$ cat src/rtl/ifetch_pkg.sv
// Shared types, opcode constants and immediate decoders for the instruction fetch unit.
package ifetch_pkg;

  typedef enum logic [1:0] {
    IDLE  = 2'd0,
    FETCH = 2'd1,
    DRAIN = 2'd2
  } state_t;

  localparam logic [6:0]  OP_BRANCH = 7'b1100011;
  localparam logic [6:0]  OP_JAL    = 7'b1101111;
  localparam logic [31:0] NOP       = 32'h0000_0013;

  function automatic logic [31:0] imm_b(input logic [31:0] inst);
    return {{20{inst[31]}}, inst[7], inst[30:25], inst[11:8], 1'b0};
  endfunction

  function automatic logic [31:0] imm_j(input logic [31:0] inst);
    return {{12{inst[31]}}, inst[19:12], inst[20], inst[30:21], 1'b0};
  endfunction

endpackage

$ cat src/rtl/ifetch_buf.sv
// Instruction buffer: power-of-two FIFO with synchronous flush and occupancy count.
module ifetch_buf #(
  parameter int W     = 65,
  parameter int DEPTH = 2
) (
  input  logic                     clk,
  input  logic                     rst_n,
  input  logic                     flush,
  input  logic                     push,
  input  logic [W-1:0]             push_data,
  input  logic                     pop,
  output logic [W-1:0]             head_data,
  output logic                     full,
  output logic                     empty,
  output logic [$clog2(DEPTH):0]   count
);
  localparam int AW = $clog2(DEPTH);
  localparam int CW = AW + 1;

  logic [W-1:0]  mem_q [DEPTH];
  logic [AW-1:0] wr_ptr_q, wr_ptr_d, rd_ptr_q, rd_ptr_d;
  logic [CW-1:0] count_q, count_d;
  logic          do_push, do_pop;

  assign full      = (count_q == CW'(DEPTH));
  assign empty     = (count_q == '0);
  assign count     = count_q;
  assign head_data = mem_q[rd_ptr_q];

  always_comb begin
    do_pop   = pop && !empty;
    do_push  = push && (!full || do_pop);
    wr_ptr_d = wr_ptr_q;
    rd_ptr_d = rd_ptr_q;
    count_d  = count_q;
    if (flush) begin
      wr_ptr_d = '0;
      rd_ptr_d = '0;
      count_d  = '0;
    end else begin
      if (do_push) wr_ptr_d = wr_ptr_q + AW'(1);
      if (do_pop)  rd_ptr_d = rd_ptr_q + AW'(1);
      count_d = count_q + CW'(do_push) - CW'(do_pop);
    end
  end

  always_ff @(posedge clk or negedge rst_n) begin
    if (!rst_n) begin
      wr_ptr_q <= '0;
      rd_ptr_q <= '0;
      count_q  <= '0;
    end else begin
      wr_ptr_q <= wr_ptr_d;
      rd_ptr_q <= rd_ptr_d;
      count_q  <= count_d;
    end
  end

  always_ff @(posedge clk) begin
    if (do_push && !flush) mem_q[wr_ptr_q] <= push_data;
  end

endmodule

$ cat src/rtl/ifetch_unit.sv
// Instruction fetch front end: sequential fetch, in-order response buffering, redirect drain.
// Static branch prediction is compiled in only when IFETCH_STATIC_PRED_EN is defined.
module ifetch_unit
  import ifetch_pkg::*;
#(
  parameter int              XLEN      = 32,
  parameter int              BUF_DEPTH = 2,
  parameter logic [XLEN-1:0] RESET_PC  = '0
) (
  input  logic            clk,
  input  logic            rst_n,
  input  logic            fetch_en,
  output logic            imem_req_valid,
  input  logic            imem_req_ready,
  output logic [XLEN-1:0] imem_req_addr,
  input  logic            imem_rsp_valid,
  input  logic [31:0]     imem_rsp_data,
  input  logic            redirect_valid,
  input  logic [XLEN-1:0] redirect_pc,
  output logic            out_valid,
  input  logic            out_ready,
  output logic [XLEN-1:0] out_pc,
  output logic [31:0]     out_inst,
  output logic            out_pred_taken
);
  localparam int CW = $clog2(BUF_DEPTH) + 1;
  localparam int EW = XLEN + 32 + 1;

  state_t          state_q, state_d;
  logic [XLEN-1:0] fetch_pc_q, fetch_pc_d, rsp_pc_q, rsp_pc_d, redir_pc;
  logic [CW-1:0]   inflight_q, inflight_d, discard_q, discard_d, buf_count;
  logic [CW:0]     occupancy;
  logic            req_fire, rsp_fire, rsp_keep, pred_fire, redir_any;
  logic            buf_empty, buf_full_unused;
  logic [EW-1:0]   head;
  logic            unused_redir_lsb;

  assign unused_redir_lsb = ^redirect_pc[1:0];
  assign redir_pc  = {redirect_pc[XLEN-1:2], 2'b00};
  assign req_fire  = imem_req_valid && imem_req_ready;
  // a response with nothing outstanding is stale (e.g. from before reset) and is ignored
  assign rsp_fire  = imem_rsp_valid && (inflight_q != '0);
  assign rsp_keep  = rsp_fire && (discard_q == '0) && !redirect_valid;
  assign occupancy = {1'b0, inflight_q} + {1'b0, buf_count};

`ifdef IFETCH_STATIC_PRED_EN
  logic [6:0]      rsp_op;
  logic [31:0]     pred_imm;
  logic [XLEN-1:0] pred_tgt;
  assign rsp_op    = imem_rsp_data[6:0];
  assign pred_fire = rsp_keep && ((rsp_op == OP_BRANCH && imem_rsp_data[31]) || rsp_op == OP_JAL);
  assign pred_imm  = (rsp_op == OP_JAL) ? imm_j(imem_rsp_data) : imm_b(imem_rsp_data);
  assign pred_tgt  = rsp_pc_q + XLEN'($signed(pred_imm));
`else
  assign pred_fire = 1'b0;
`endif
  assign redir_any = redirect_valid || pred_fire;

  // requests are held back in the redirect cycle so the new target is what gets issued next
  assign imem_req_valid = (state_q == FETCH) && !redir_any && (occupancy < (CW+1)'(BUF_DEPTH));
  assign imem_req_addr  = redirect_valid ? redir_pc : fetch_pc_q;

  always_comb begin
    inflight_d = inflight_q + CW'(req_fire) - CW'(rsp_fire);
    discard_d  = discard_q;
    fetch_pc_d = fetch_pc_q;
    rsp_pc_d   = rsp_pc_q;
    state_d    = state_q;
    if (rsp_fire && discard_q != '0) discard_d = discard_q - CW'(1);
    if (req_fire) fetch_pc_d = fetch_pc_q + XLEN'(4);
    if (rsp_keep) rsp_pc_d = rsp_pc_q + XLEN'(4);
    case (state_q)
      IDLE:    if (fetch_en) state_d = FETCH;
      FETCH:   if (!fetch_en) state_d = IDLE;
      DRAIN:   if (discard_d == '0) state_d = fetch_en ? FETCH : IDLE;
      default: state_d = IDLE;
    endcase
    if (redir_any) begin
      discard_d = inflight_q - CW'(rsp_fire);
      state_d   = (discard_d != '0) ? DRAIN : (fetch_en ? FETCH : IDLE);
    end
`ifdef IFETCH_STATIC_PRED_EN
    if (pred_fire) begin
      fetch_pc_d = pred_tgt;
      rsp_pc_d   = pred_tgt;
    end
`endif
    if (redirect_valid) begin
      fetch_pc_d = redir_pc;
      rsp_pc_d   = redir_pc;
    end
  end

  always_ff @(posedge clk or negedge rst_n) begin
    if (!rst_n) begin
      state_q    <= IDLE;
      fetch_pc_q <= RESET_PC;
      rsp_pc_q   <= RESET_PC;
      inflight_q <= '0;
      discard_q  <= '0;
    end else begin
      state_q    <= state_d;
      fetch_pc_q <= fetch_pc_d;
      rsp_pc_q   <= rsp_pc_d;
      inflight_q <= inflight_d;
      discard_q  <= discard_d;
    end
  end

  ifetch_buf #(.W(EW), .DEPTH(BUF_DEPTH)) u_buf (
    .clk       (clk),
    .rst_n     (rst_n),
    .flush     (redirect_valid),
    .push      (rsp_keep),
    .push_data ({rsp_pc_q, imem_rsp_data, pred_fire}),
    .pop       (out_valid && out_ready),
    .head_data (head),
    .full      (buf_full_unused),
    .empty     (buf_empty),
    .count     (buf_count)
  );

  assign out_valid      = !buf_empty;
  assign out_pc         = buf_empty ? '0 : head[EW-1 -: XLEN];
  assign out_inst       = buf_empty ? NOP : head[32:1];
  assign out_pred_taken = !buf_empty && head[0];

endmodule

$ cat config.mk
export PLATFORM = sky130hd
export DESIGN_NAME = ifetch_unit
export DESIGN_NICKNAME = d
export VERILOG_FILES = /design/src/rtl/ifetch_pkg.sv /design/src/rtl/ifetch_buf.sv /design/src/rtl/ifetch_unit.sv
export SDC_FILE = /design/constraint.sdc
export NUM_CORES = 1
export LEC_CHECK = 0
export CORE_MARGIN = 4
export CORE_UTILIZATION = 45
export CTS_CLUSTER_DIAMETER = 60
export DETAILED_ROUTE_END_ITERATION = 8
export PLACE_DENSITY = 0.71
export SLEW_MARGIN = 20
export SYNTH_ARGS = -nofsm -noshare
export SYNTH_HDL_FRONTEND = slang
export SYNTH_SLANG_ARGS = --single-unit
$ cat constraint.sdc
create_clock -name clk -period 23.1 [get_ports clk]
set_input_delay 4.62 -clock clk [delete_from_list [all_inputs] [get_ports clk]]
set_output_delay 4.62 -clock clk [all_outputs]
set_load 0.01 [all_outputs]
==> run metrics <==
Leakage=4.06 nW; vias in the first global route=6074; pwr/cell area=93.6 mW/mm^2; DRC marker count from the first detailed-route iteration=264; area leader, netlist=edfxtp_1; max cap viols=0; CTS Sinks=194; Post-Synth XOR/XNOR Area=4.20%; Die H=149 um; VDD IR-drop max=0.0000561 V; Yosys cell types=53; vias=6202; setup slack after layout=11.82 ns; initial core utilization=45.9%; Max-slew headroom=39.5%; Seq/Total Area, Yosys=61.0%; asr flop ratio synth=36.1%; Compound-Gate Fraction of Synth Area=7.14%; number of post-CTS setup repair buffers=0; area delta synth->final=27.4%; placed instance area=0.0108 mm^2; main combinational cell family by area after synthesis=simple AND/OR/NAND/NOR gates; WL final=19700 um; area share of and/or/nand/nor cells after synthesis=13.6%; share of cells above drive strength 1=7.60%; adder-cell share of the synthesized area=1.34%; worst path cell trace=buf_2, buf_4, clkinv_1, buf_4, and2_1, clkdlybuf4s50_1; Worst Max-Slew Pin Slew=0.907 ns; final net count=988; Crit path max-delay family=buffers and inverters; Seq cells post-synth=194; Buf+Inv Stages, Crit Path=5; multiplexer share of the synthesized area=9.17%; setup tns final=0 ns; EDFF count, synth=124; first drt pass iteration count=5; Synth area leaders=edfxtp_1 (42%), dfrtp_1 (20%), mux2i_1 (7.0%); Buffers on Ports=162; row count=51; CTS Root Cell=clkbuf_16; post-route core utilization=58.5%; Clock Skew=0.00998 ns; GRT Util Overall=18.1%; DR DRC count=0; CTS H-tree lvls=4; crit path max fanout=87; Crit path arrival time=6.66 ns; fin area=0.0114 mm^2; Die Span X=149 um; TritonCTS clock tree=done; Final Setup Violations=0; core box area=0.0195 mm^2; fin. max-slew vios=0; Skew-Pair Late Insertion Delay=0.43 ns; Worst-path clk slew=0.06 ns; Hold Crit Class=flip-flop to flip-flop; fraction of the cycle the final worst path needs=48.8%; hpwl dp=13100 um; grt total ovfl=0; Startpoint Class=primary input; largest net degree at the start of global routing=88; antenna-violating nets left=0; critical path data required time=18.48 ns; Synth top cells by count=edfxtp_1 (124), nor2_1 (91), dfrtp_1 (70), mux2i_1 (63), o21ai_0 (55); min Tclk post-route=11.28 ns; initial antenna violation count=0; number of vias per cell=5.23; Place WS=11.81 ns; Clock Path Buffers=2; hold_buf cts=0; ant diodes=0; Critical-path top delay cell=buf_4; Largest stage delay, worst path=0.64 ns; first-pass GRT wire length=31700 um; Hold WS=0.489 ns; wire per inst=16.6 um; synthesis warning total=0; Avg Inst Size Synth=11.9 um^2; Setup CP Type=primary input to output port; Crit. End Element=output port; status=finished, final reports clean; CTS buffer count=17; IO Count=170; final hold violations=0; f_max=88.7 MHz; synthesized area=0.00897 mm^2; most frequent cell after synthesis=edfxtp_1; Post-CTS Resized=0; top_reg_cell synth=edfxtp_1; Die ar.=0.0223 mm^2; Synth top area share=41.5%; CP most frequent cell=buf_4; RSZ-0062 raised after global routing=false; Cells after Synth=753; gpl congestion=0.862
## sequential cells by signal (all words and copies together) (netlist names)
register / flops
inflight_q: 2
u_buf.rd_ptr_q: 1
u_buf.wr_ptr_q: 1
u_buf.count: 2
fetch_pc_q: 30
u_buf.mem_q: 124
rsp_pc_q: 30
state_q: 2
discard_q: 2
## kinds of logic (layout without fill, tap and decap cells)
family                     Yosys count  in the layout
AOI/OAI and AO/OA                  107            107
xor gates and xnor gates            43             43
adders and majority gates            9              9
buffers and inverters               73            237
DFF                                194            194
muxes                               80             80
other                                1              5
and+or+nand+nor                    246            246
## area by class of cell
class,instances,area [um^2]
Clock inverter,9,104
Inverter,34,128
Tap cell,265,332
Multi-Input combinational cell,490,3220
Clock buffer,23,489
Fill cell,1699,8100
Sequential cell,194,5480
Timing Repair Buffer,171,1680
## power breakdown
group,internal (W),switching [W]
combinational,0.000163,0.000169
clock,0.000171,0.000121
sequential,0.000409,0.0000371
total,0.000743,0.000327
## routing by layer
metal / up-vias / track usage (%) / routed length, um
met4: 0 / 5.95 / 359
met2: 194 / 27.6 / 8900
li1: 3010 / - / -
met3: 23 / 4.44 / 1240
met5: - / 0 / 0
met1: 2975 / 25.7 / 9200
## worst reg2reg max path, stage by stage, from the launching register on
cell and delay [ns]:
dfrtp_1 0.45, inv_1 0.09, nor2_1 0.12, fa_1 0.45, nor4b_2 0.66, nand2_1 0.21, nor2_1 0.27, inv_1 0.08
ha_1 0.27, inv_1 0.04, ha_1 0.18, xnor2_1 0.13, xnor2_1 0.13
## worst paths after layout
path | start | end | slack, ns | depth (start not counted)
hold / removal | rsp_pc_q[31] | u_buf.mem_q[1][63] | 0.49 | 0
max in group asynchronous | rst_n | u_buf.rd_ptr_q | 18.00 | 2
hold reg to reg | rsp_pc_q[31] | u_buf.mem_q[1][63] | 0.49 | 0
min in group asynchronous | rst_n | fetch_pc_q[24] | 4.40 | 2
setup reg to reg | inflight_q[0] | inflight_q[1] | 19.92 | 12
setup / recovery | redirect_valid | imem_req_valid | 11.82 | 6
## through the flow
step | instances | total power [W]
after floorplan | 757 | 0.000632
after global placement | 1154 | 0.000783
after detailed placement | 1154 | 0.000789
after CTS | 1186 | 0.00108
after global routing | 1186 | 0.00113
final | 1186 | 0.00107
## cells in the final DEF (no fill, tap or decap), drive strengths merged, types with 11 or more instances in the layout
cell type / n
o21ai: 56
nor2: 91
mux2: 17
xnor2: 17
nand2: 53
a21oi: 21
inv: 34
nor3: 11
xor2: 26
nand3: 26
mux2i: 63
clkdlybuf4s50: 160
clkbuf: 23
edfxtp: 124
buf: 11
nand4: 26
dfrtp: 70
Power figures use the tool's default switching activity.
